$ cat src/rtl/harmonic_mixer_pkg.sv
`default_nettype none
// ============================================================================
// Module      : harmonic_mixer_pkg
// Description : Shared types and constants for the harmonic mixer: sample and
//               output widths, FSM state encoding and the accumulator-width
//               helper. Build option HARMONIC_MIXER_SAT_EN (see harmonic_mixer).
// Revision    : 1.0 - initial release
// ============================================================================
package harmonic_mixer_pkg;

  localparam int SAMPLE_W = 20;  // phasor sample width, 4.16 fixed point
  localparam int OUT_W    = 16;  // mixed audio sample width

  typedef enum logic [1:0] {
    ST_IDLE  = 2'd0,
    ST_ACCUM = 2'd1,
    ST_SCALE = 2'd2
  } state_e;

  // Enough headroom that summing n full-scale samples cannot overflow.
  function automatic int ACC_W(input int n);
    return SAMPLE_W + $clog2(n);
  endfunction

endpackage
`default_nettype wire

$ cat src/rtl/mixer_out_fifo.sv
`default_nettype none
// ============================================================================
// Module      : mixer_out_fifo
// Description : Two-entry output FIFO. A push into a full FIFO is accepted only
//               when a pop happens in the same cycle; otherwise it is dropped.
// Ports       : clk, reset      - clock, synchronous active-high reset
//               push, push_data - write request and data
//               pop             - read request (ignored when empty)
//               rd_data         - head entry
//               full, empty     - occupancy flags
// Revision    : 1.0 - initial release
// ============================================================================
module mixer_out_fifo
  import harmonic_mixer_pkg::*;
#(
  parameter int WIDTH = OUT_W
) (
  input  logic             clk,
  input  logic             reset,
  input  logic             push,
  input  logic [WIDTH-1:0] push_data,
  input  logic             pop,
  output logic [WIDTH-1:0] rd_data,
  output logic             full,
  output logic             empty
);

  logic [WIDTH-1:0] mem_q [2];
  logic [WIDTH-1:0] mem_d [2];
  logic             wr_ptr_q, wr_ptr_d;
  logic             rd_ptr_q, rd_ptr_d;
  logic [1:0]       count_q, count_d;
  logic             do_push, do_pop;

  assign full    = (count_q == 2'd2);
  assign empty   = (count_q == 2'd0);
  assign rd_data = mem_q[rd_ptr_q];

  always_comb begin
    mem_d    = mem_q;
    wr_ptr_d = wr_ptr_q;
    rd_ptr_d = rd_ptr_q;
    count_d  = count_q;
    do_pop   = pop & ~empty;
    do_push  = push & (~full | do_pop);
    if (do_push) begin
      mem_d[wr_ptr_q] = push_data;
      wr_ptr_d        = ~wr_ptr_q;
    end
    if (do_pop) begin
      rd_ptr_d = ~rd_ptr_q;
    end
    case ({do_push, do_pop})
      2'b10:   count_d = count_q + 2'd1;
      2'b01:   count_d = count_q - 2'd1;
      default: count_d = count_q;
    endcase
  end

  always_ff @(posedge clk) begin
    if (reset) begin
      mem_q[0] <= '0;
      mem_q[1] <= '0;
      wr_ptr_q <= 1'b0;
      rd_ptr_q <= 1'b0;
      count_q  <= 2'd0;
    end else begin
      mem_q    <= mem_d;
      wr_ptr_q <= wr_ptr_d;
      rd_ptr_q <= rd_ptr_d;
      count_q  <= count_d;
    end
  end

endmodule
`default_nettype wire

$ cat src/rtl/harmonic_mixer.sv
`default_nettype none
// ============================================================================
// Module      : harmonic_mixer
// Description : On each sample_tick, snapshots NUM_HARM phasor values and an
//               enable mask, sums the enabled ones serially (one per cycle),
//               scales by an arithmetic right shift of SHIFT and narrows the
//               result to 16 bits into a 2-entry output FIFO.
//               Build option HARMONIC_MIXER_SAT_EN: saturate when narrowing
//               (default build wraps to the low 16 bits).
// Ports       : clk, reset  - clock, synchronous active-high reset
//               sample_tick - request one sample (ignored while busy)
//               harm_in     - NUM_HARM signed 20-bit phasor samples
//               harm_en     - per-harmonic enable mask
//               out_data    - FIFO head sample; out_valid - FIFO not empty
//               out_ready   - consumer pops the head when valid
//               busy        - FSM not idle
//               overrun     - one-cycle pulse when a tick or sample is lost
// Revision    : 1.0 - initial release
// ============================================================================
module harmonic_mixer
  import harmonic_mixer_pkg::*;
#(
  parameter int NUM_HARM = 15,
  parameter int SHIFT    = 4
) (
  input  logic                               clk,
  input  logic                               reset,
  input  logic                               sample_tick,
  input  logic [NUM_HARM-1:0][SAMPLE_W-1:0]  harm_in,
  input  logic [NUM_HARM-1:0]                harm_en,
  output logic signed [OUT_W-1:0]            out_data,
  output logic                               out_valid,
  input  logic                               out_ready,
  output logic                               busy,
  output logic                               overrun
);

  localparam int                AW       = ACC_W(NUM_HARM);
  localparam int                IDX_W    = (NUM_HARM > 1) ? $clog2(NUM_HARM) : 1;
  localparam logic [IDX_W-1:0]  LAST_IDX = IDX_W'(NUM_HARM - 1);

  state_e                             state_q, state_d;
  logic signed [AW-1:0]               acc_q, acc_d;
  logic [IDX_W-1:0]                   idx_q, idx_d;
  logic [NUM_HARM-1:0][SAMPLE_W-1:0]  snap_q, snap_d;
  logic [NUM_HARM-1:0]                en_q, en_d;
  // The scaled result is staged one cycle before entering the FIFO, which
  // sets the tick-to-valid latency to NUM_HARM+2.
  logic                               push_q, push_d;
  logic [OUT_W-1:0]                   push_data_q, push_data_d;
  logic                               overrun_q, overrun_d;
  logic                               tick_busy;
  logic [OUT_W-1:0]                   narrowed;
  logic                               fifo_full, fifo_empty, fifo_pop;
  logic [OUT_W-1:0]                   fifo_rd_data;

`ifdef HARMONIC_MIXER_SAT_EN
  localparam logic signed [AW-1:0] SAT_HI = AW'((1 << (OUT_W - 1)) - 1);
  localparam logic signed [AW-1:0] SAT_LO = AW'(-(1 << (OUT_W - 1)));
  logic signed [AW-1:0] shifted;

  always_comb begin
    shifted = acc_q >>> SHIFT;
    if (shifted > SAT_HI) begin
      narrowed = {1'b0, {(OUT_W-1){1'b1}}};
    end else if (shifted < SAT_LO) begin
      narrowed = {1'b1, {(OUT_W-1){1'b0}}};
    end else begin
      narrowed = shifted[OUT_W-1:0];
    end
  end
`else
  assign narrowed = OUT_W'(acc_q >>> SHIFT);
`endif

  always_comb begin
    state_d     = state_q;
    acc_d       = acc_q;
    idx_d       = idx_q;
    snap_d      = snap_q;
    en_d        = en_q;
    push_d      = 1'b0;
    push_data_d = push_data_q;
    tick_busy   = 1'b0;
    case (state_q)
      ST_IDLE: begin
        if (sample_tick) begin
          snap_d  = harm_in;
          en_d    = harm_en;
          acc_d   = '0;
          idx_d   = '0;
          state_d = ST_ACCUM;
        end
      end
      ST_ACCUM: begin
        tick_busy = sample_tick;
        if (en_q[idx_q]) begin
          acc_d = acc_q + AW'($signed(snap_q[idx_q]));
        end
        if (idx_q == LAST_IDX) begin
          idx_d   = '0;
          state_d = ST_SCALE;
        end else begin
          idx_d = idx_q + IDX_W'(1);
        end
      end
      ST_SCALE: begin
        tick_busy   = sample_tick;
        push_d      = 1'b1;
        push_data_d = narrowed;
        state_d     = ST_IDLE;
      end
      default: begin
        state_d = ST_IDLE;
      end
    endcase
    // A dropped push and an ignored tick in the same cycle give one pulse.
    overrun_d = tick_busy | (push_q & fifo_full & ~fifo_pop);
  end

  always_ff @(posedge clk) begin
    if (reset) begin
      state_q     <= ST_IDLE;
      acc_q       <= '0;
      idx_q       <= '0;
      snap_q      <= '0;
      en_q        <= '0;
      push_q      <= 1'b0;
      push_data_q <= '0;
      overrun_q   <= 1'b0;
    end else begin
      state_q     <= state_d;
      acc_q       <= acc_d;
      idx_q       <= idx_d;
      snap_q      <= snap_d;
      en_q        <= en_d;
      push_q      <= push_d;
      push_data_q <= push_data_d;
      overrun_q   <= overrun_d;
    end
  end

  assign fifo_pop = ~fifo_empty & out_ready;

  mixer_out_fifo #(
    .WIDTH (OUT_W)
  ) u_fifo (
    .clk       (clk),
    .reset     (reset),
    .push      (push_q),
    .push_data (push_data_q),
    .pop       (fifo_pop),
    .rd_data   (fifo_rd_data),
    .full      (fifo_full),
    .empty     (fifo_empty)
  );

  assign out_data  = $signed(fifo_rd_data);
  assign out_valid = ~fifo_empty;
  assign busy      = (state_q != ST_IDLE);
  assign overrun   = overrun_q;

endmodule
`default_nettype wire

$ cat config.mk
export PLATFORM = sky130hd
export DESIGN_NAME = harmonic_mixer
export DESIGN_NICKNAME = d
export VERILOG_FILES = /design/src/rtl/harmonic_mixer_pkg.sv /design/src/rtl/mixer_out_fifo.sv /design/src/rtl/harmonic_mixer.sv
export SDC_FILE = /design/constraint.sdc
export NUM_CORES = 1
export LEC_CHECK = 0
export BUFFER_PORTS_ARGS = -buffer_cell sky130_fd_sc_hd__buf_4
export CAP_MARGIN = 0
export CORE_UTILIZATION = 32
export CTS_BUF_LIST = sky130_fd_sc_hd__clkbuf_8
export CTS_CLUSTER_DIAMETER = 50
export DETAILED_ROUTE_END_ITERATION = 8
export PLACE_DENSITY_LB_ADDON = 0.1
export SYNTH_ARGS = -nofsm -noshare
export SYNTH_HDL_FRONTEND = slang
export SYNTH_HIERARCHICAL = 1
export SYNTH_SLANG_ARGS = --single-unit
export TNS_END_PERCENT = 50
$ cat constraint.sdc
create_clock -name clk -period 8.55 [get_ports clk]
set_clock_uncertainty 0.1 [all_clocks]
set_input_delay 0.855 -clock clk [delete_from_list [all_inputs] [get_ports clk]]
set_output_delay 0.855 -clock clk [all_outputs]
set_load 0.05 [all_outputs]
-- After elaboration in Yosys (flattened, before gate mapping)
Cells that the tools add are included.
- word-level logic and storage cells: 91
- input bits: 319
- output and inout port bits: 19
- flip-flop bits (word level): 399
- $add $sub $neg: 4
- equal/unequal tests: 9
- multiplexer cells: 22
- reductions and logical operators: 11
- bitwise gates (word level): 14
- order comparisons: 4
- operator list (kind ; number):
    $bmux 20 s4 ; 1
    $mux 16 ; 4
    $mux 24 ; 2
    $pmux 24 s2 ; 1
    $bwmux 32 ; 1
    $add 24x20->24 ; 1
    $mux 20 ; 1
    $demux 16 s1 ; 1
    $mux 4 ; 2
    $pmux 2 s2 ; 2
    $pmux 4 s2 ; 1
    $eq 2x2->1 const B ; 3
    $ne 2x2->1 const B ; 3
    $reduce_and 2->1 ; 3
    $reduce_bool 2->1 ; 3
    $and 1x1->1 ; 5
    $lt 4x5->1 const B ; 1
    $not 1->1 ; 5
    $add 4x1->4 const B ; 1
    $bmux 1 s4 ; 1
    $eq 2x1->1 const B ; 2
    $eq 4x4->1 const B ; 1
    $ge 2x2->1 const B ; 2
    $logic_not 2->1 ; 2
    other kinds (10) ; 15

-- Depth between registers and ports, before layout
- depth after elaboration: 8
- mapped depth: 18
- gate-level depth less buffers: 15

-- Modules after synthesis
Netlist, hierarchy kept.
- by module, submodules not included (module ; cells an instance ; sequential area each (um^2) ; area each (um^2) ; instances):
    harmonic_mixer ; 1869 ; 7186.9 ; 15772.6 ; 1
    mixer_out_fifo ; 183 ; 720.7 ; 1740.4 ; 1

-- Worst setup path after synthesis
Ideal clock, no wire load.
- kind: register to register
- start point: reg idx_q[1]
- end point: reg acc_q[16]
- setup time: 0.087 ns
- arrival time: 3.818 ns
- path buffers: 4
- period minus slack after synthesis: 4.005 ns
- cell stages (with the launch flop): 16
- slack: 4.545 ns
- required time: 8.363 ns
- cell sequence: dfxtp_1 > buf_2 > buf_4 > buf_2 > buf_1 > mux4_2 > mux4_2 > ha_1 > a21oi_2 > o21ai_1 > and2_2 > o311ai_2 > a21oi_1 > o31a_1 > o21a_1 > o31ai_1
- longest elaborated chain between the ends: 5
- elaborated cells on any way between the ends: 9
- those cells by class: 1 x add/sub; 1 x eq/ne; 6 x mux; 1 x reduce/logical
- ends and longest elaborated chain (what ; RTL line ; source):
    from (decl) ; harmonic_mixer.sv:44 ; logic [IDX_W-1:0] idx_q, idx_d;
    from (signal assigned) ; harmonic_mixer.sv:134 ; idx_q <= idx_d;
    $bmux 20 s4 ; harmonic_mixer.sv:98 ; acc_d = acc_q + AW'($signed(snap_q[idx_q]));
    $mux 20 (not written as such) ; harmonic_mixer.sv:98 ;
    $add 24x20->24 ; harmonic_mixer.sv:98 ;
    $mux 24 ; harmonic_mixer.sv:97 ; if (en_q[idx_q]) begin
    $pmux 24 s2 ; harmonic_mixer.sv:85 ; case (state_q)
    to (signal assigned) ; harmonic_mixer.sv:124 ; acc_q <= '0;
    to (signal assigned) ; harmonic_mixer.sv:133 ; acc_q <= acc_d;
    to (decl) ; harmonic_mixer.sv:43 ; logic signed [AW-1:0] acc_q, acc_d;
Parallel ways exist; a longest one is shown, timed or not. The select of a mux whose other input is x is not followed.
A chain may end at the register's enable or synchronous reset.

-- Worst setup path in the final report
- start point: reg idx_q[1]
- end point: reg acc_q[19]
Same word-level chain as after synthesis.

==> flow_summary.toml <==
[synthesis]
yosysTopAreaCell = "dfxtp_1"
synth_cell_types = 60
synth_most_common_cell = "nand2_1"
synthTopCellsByArea = "dfxtp_1 45%, nand2_1 15%, mux4_2 10%"
yosysSeqAreaShare = 0.452
synth_seq_cells = 395
synth.top_cell.area_share = 0.452
synth.avg_cell_area_um2 = 8.53
synthArstFlopShare = 0
dominantRegCellSynth = "dfxtp_1"
syn_area_mm2 = 0.0175
synth_cells = 2052
synthesis.nets = 2397
synthTopCellsByCount = "683 x nand2_1, 395 x dfxtp_1, 354 x a21oi_1"
yosysWarningCount = 6
synth-edff-count = 0

[critical_path]
reg2reg_to = "acc_q[19]"
critPathKind = "reg2reg"
start_kind = "flip-flop"
critPathArrivalTime_ns = 5.51
cp_top_family = "compound AO/OA/AOI/OAI gates"
path_max_fanout = 59
max_stage_delay_ns = 1.06
endpoint_kind = "flip-flop"
required_ns = 8.99
r2r_start = "idx_q[1]"
r2r_slack_ns = 3.48
cp.buffers_inverters = 2
worst-r2r-cell-count = 15
cp_cell_sequence = "buf_4 -> mux4_2 -> nor2b_1 -> a211oi_1 -> a21o_1 -> inv_1 -> ha_1 -> a211oi_1 -> nor4_1 -> nor2_1 -> a21oi_1 -> a311oi_1 -> xor2_1 -> o221ai_1 -> o31ai_1"
crit_path_frequent_cell = "a211oi_1"
slowest_stage = "dfxtp_4"
crit_start = "idx_q[1]"

[timing]
slew_headroom = 0.196
rsz0062_at_grt = "false"
tns_ns = 0
tightest_slew_ns = 1.20
final-hold-violation-count = 0
timing.final.crit_share = 0.593
fmax_mhz = 197
setup_viol = 0
min_period_ns = 5.07
drv_slew = 0

[clock_network]
cts_tree = "built"
clk_pin_slew_ns = 0.06
numCtsBuffers = 72
clk_latency_ns = 0.65
postCtsSetupBuffers = 0
cts-root-buf = "clkbuf_8"
clk_path_buf_depth = 3
cts.sinks = 395
ctsResizeCount = 0
cts_max_level = 3
hold_buffers = 0

[die]
io_pins = 338
core_mm2 = 0.0539
die_y_um = 236
initial_core_util = 0.325
fp-row-count = 85
die-area_mm2 = 0.0557
fp.dieW_um = 236

[final_layout]
fin_cells = 3061
areaGrowthSynthToFinish_pct = 24.2
final_core_util = 0.403
stdcell_area_mm2 = 0.0217
nets = 2661
drive_gt1_frac = 0.241

[run_status]
outcome = "completed"

[min_path]
min_to = "snap_q[244]"
hold_depth = 2
holdCritStartpoint = "snap_q[244]"
min_path_type = "reg2reg"

[pwr]
p_leak_nw = 8.47
ir_drop_mv = 0.127
power_density_mw_per_mm2 = 213

[global_routing]
grt_max_degree = 134
grt_use_total = 0.216
grt_pass1_wl_mm = 90.7
grt.overflow.total = 0
antenna_found_initial = 2
grt_pass1_vias = 15000

[place]
dp_hpwl_mm = 44.1
dp_cells = 2938
port_buffers = 337
placed_cell_area_mm2 = 0.0204
place_congestion = 0.824

[detailed_routing]
drt_pass1_iterations = 5
drc = 0
num_vias = 15300
wl_per_cell_um = 20.0
first_iter_violations = 853
avgViaCountPerCell = 5.00
postRouteAntennaNets = 0
wirelength_mm = 61.1

[run]
cap_violations = 0
## flip-flops by register name, indices dropped and copies added, names as in the netlist, 2 cells and up
| signal | cells |
|---|---|
| acc_q | 20 |
| state_q | 2 |
| push_data_q | 16 |
| u_fifo/count_q | 2 |
| snap_q | 300 |
| idx_q | 4 |
| en_q | 15 |
| u_fifo/mem_q | 32 |
## report_power, final
| part | switching [mW] | internal, mW | leakage [nW] |
|---|---|---|---|
| logic | 0.495 | 0.312 | 4.44 |
| clock network | 0.800 | 0.941 | 0.796 |
| registers | 0.0970 | 1.99 | 3.23 |
| total | 1.39 | 3.24 | 8.47 |
## per-layer routing
| layer | wire, um | vias up | GRT usage |
|---|---|---|---|
| li1 | - | 7504 | - |
| met1 | 26900 | 7328 | 0.276 |
| met2 | 29500 | 367 | 0.357 |
| met3 | 3000 | 96 | 0.0492 |
| met4 | 1670 | 2 | 0.0711 |
| met5 | 17 | - | 0 |
## worst max path at each step
stage	to	depth (start not counted)
4_1_cts	acc_q[19]	15
6_report	acc_q[19]	15
2_1_floorplan	acc_q[16]	15
3_3_place_gp	acc_q[19]	15
3_5_place_dp	acc_q[19]	15
5_1_grt	acc_q[19]	15
## logic make-up (layout without fill, tap and decap cells)
family	after synthesis	in the layout	share of synthesized area
buffers and inverters	173	484	0.0418
and+or+nand+nor	826	826	0.193
xor gates and xnor gates	17	17	0.00850
adders and majority gates	26	26	0.0190
other	0	2	0
DFF	395	395	0.452
muxes	152	152	0.146
AOI/OAI and AO/OA	463	463	0.140
## metrics by stage
step | worst slack (ns) | power [mW] | hold slack (ns)
5_1_grt | 3.17 | 4.87 | 0.310
4_1_cts | 3.44 | 4.70 | 0.295
2_1_floorplan | 4.55 | 2.60 | 0.333
6_report | 3.48 | 4.64 | 0.352
3_5_place_dp | 3.49 | 2.94 | 0.343
3_3_place_gp | 3.44 | 2.94 | 0.340
## layout make-up
type | count | area (um^2)
diodes | 2 | 5.00
clock buffers | 86 | 1180
clock inverters | 35 | 193
fillers | 5550 | 32200
inverters | 13 | 48.8
multi-input cells | 1484 | 8890
flip-flops and latches | 395 | 7920
well taps | 696 | 871
repair buffers | 350 | 2640
## layout by cell type (no fill, tap or decap), types with 3 or more instances in the layout
cell        n
nand2_1   682
dfxtp_1   392
a21oi_1   354
buf_4     349
clkbuf_8   86
mux4_2     81
o21ai_0    66
mux2i_1    54
inv_1      37
nand2b_1   36
nor2_1     34
ha_1       25
nor2b_1    23
nand3_1    20
mux2_2     17
xnor2_1    12
a21o_1      8
nor3_1      7
o21a_1      5
xor2_1      5
o211ai_1    4
a211oi_1    4
a21oi_2     4
o31ai_1     4
clkinv_2    4
inv_6       3
## worst reg2reg max path, stage by stage, from the launching register on
cell and delay (ns):
dfxtp_4 1.06, buf_4 0.61, mux4_2 0.60, nor2b_1 0.15
a211oi_1 0.24, a21o_1 0.16, inv_1 0.06, ha_1 0.29
a211oi_1 0.32, nor4_1 0.11, nor2_1 0.24, a21oi_1 0.20
a311oi_1 0.36, xor2_1 0.24, o221ai_1 0.14, o31ai_1 0.10
Note: power is estimated with default switching activity, not from simulation.
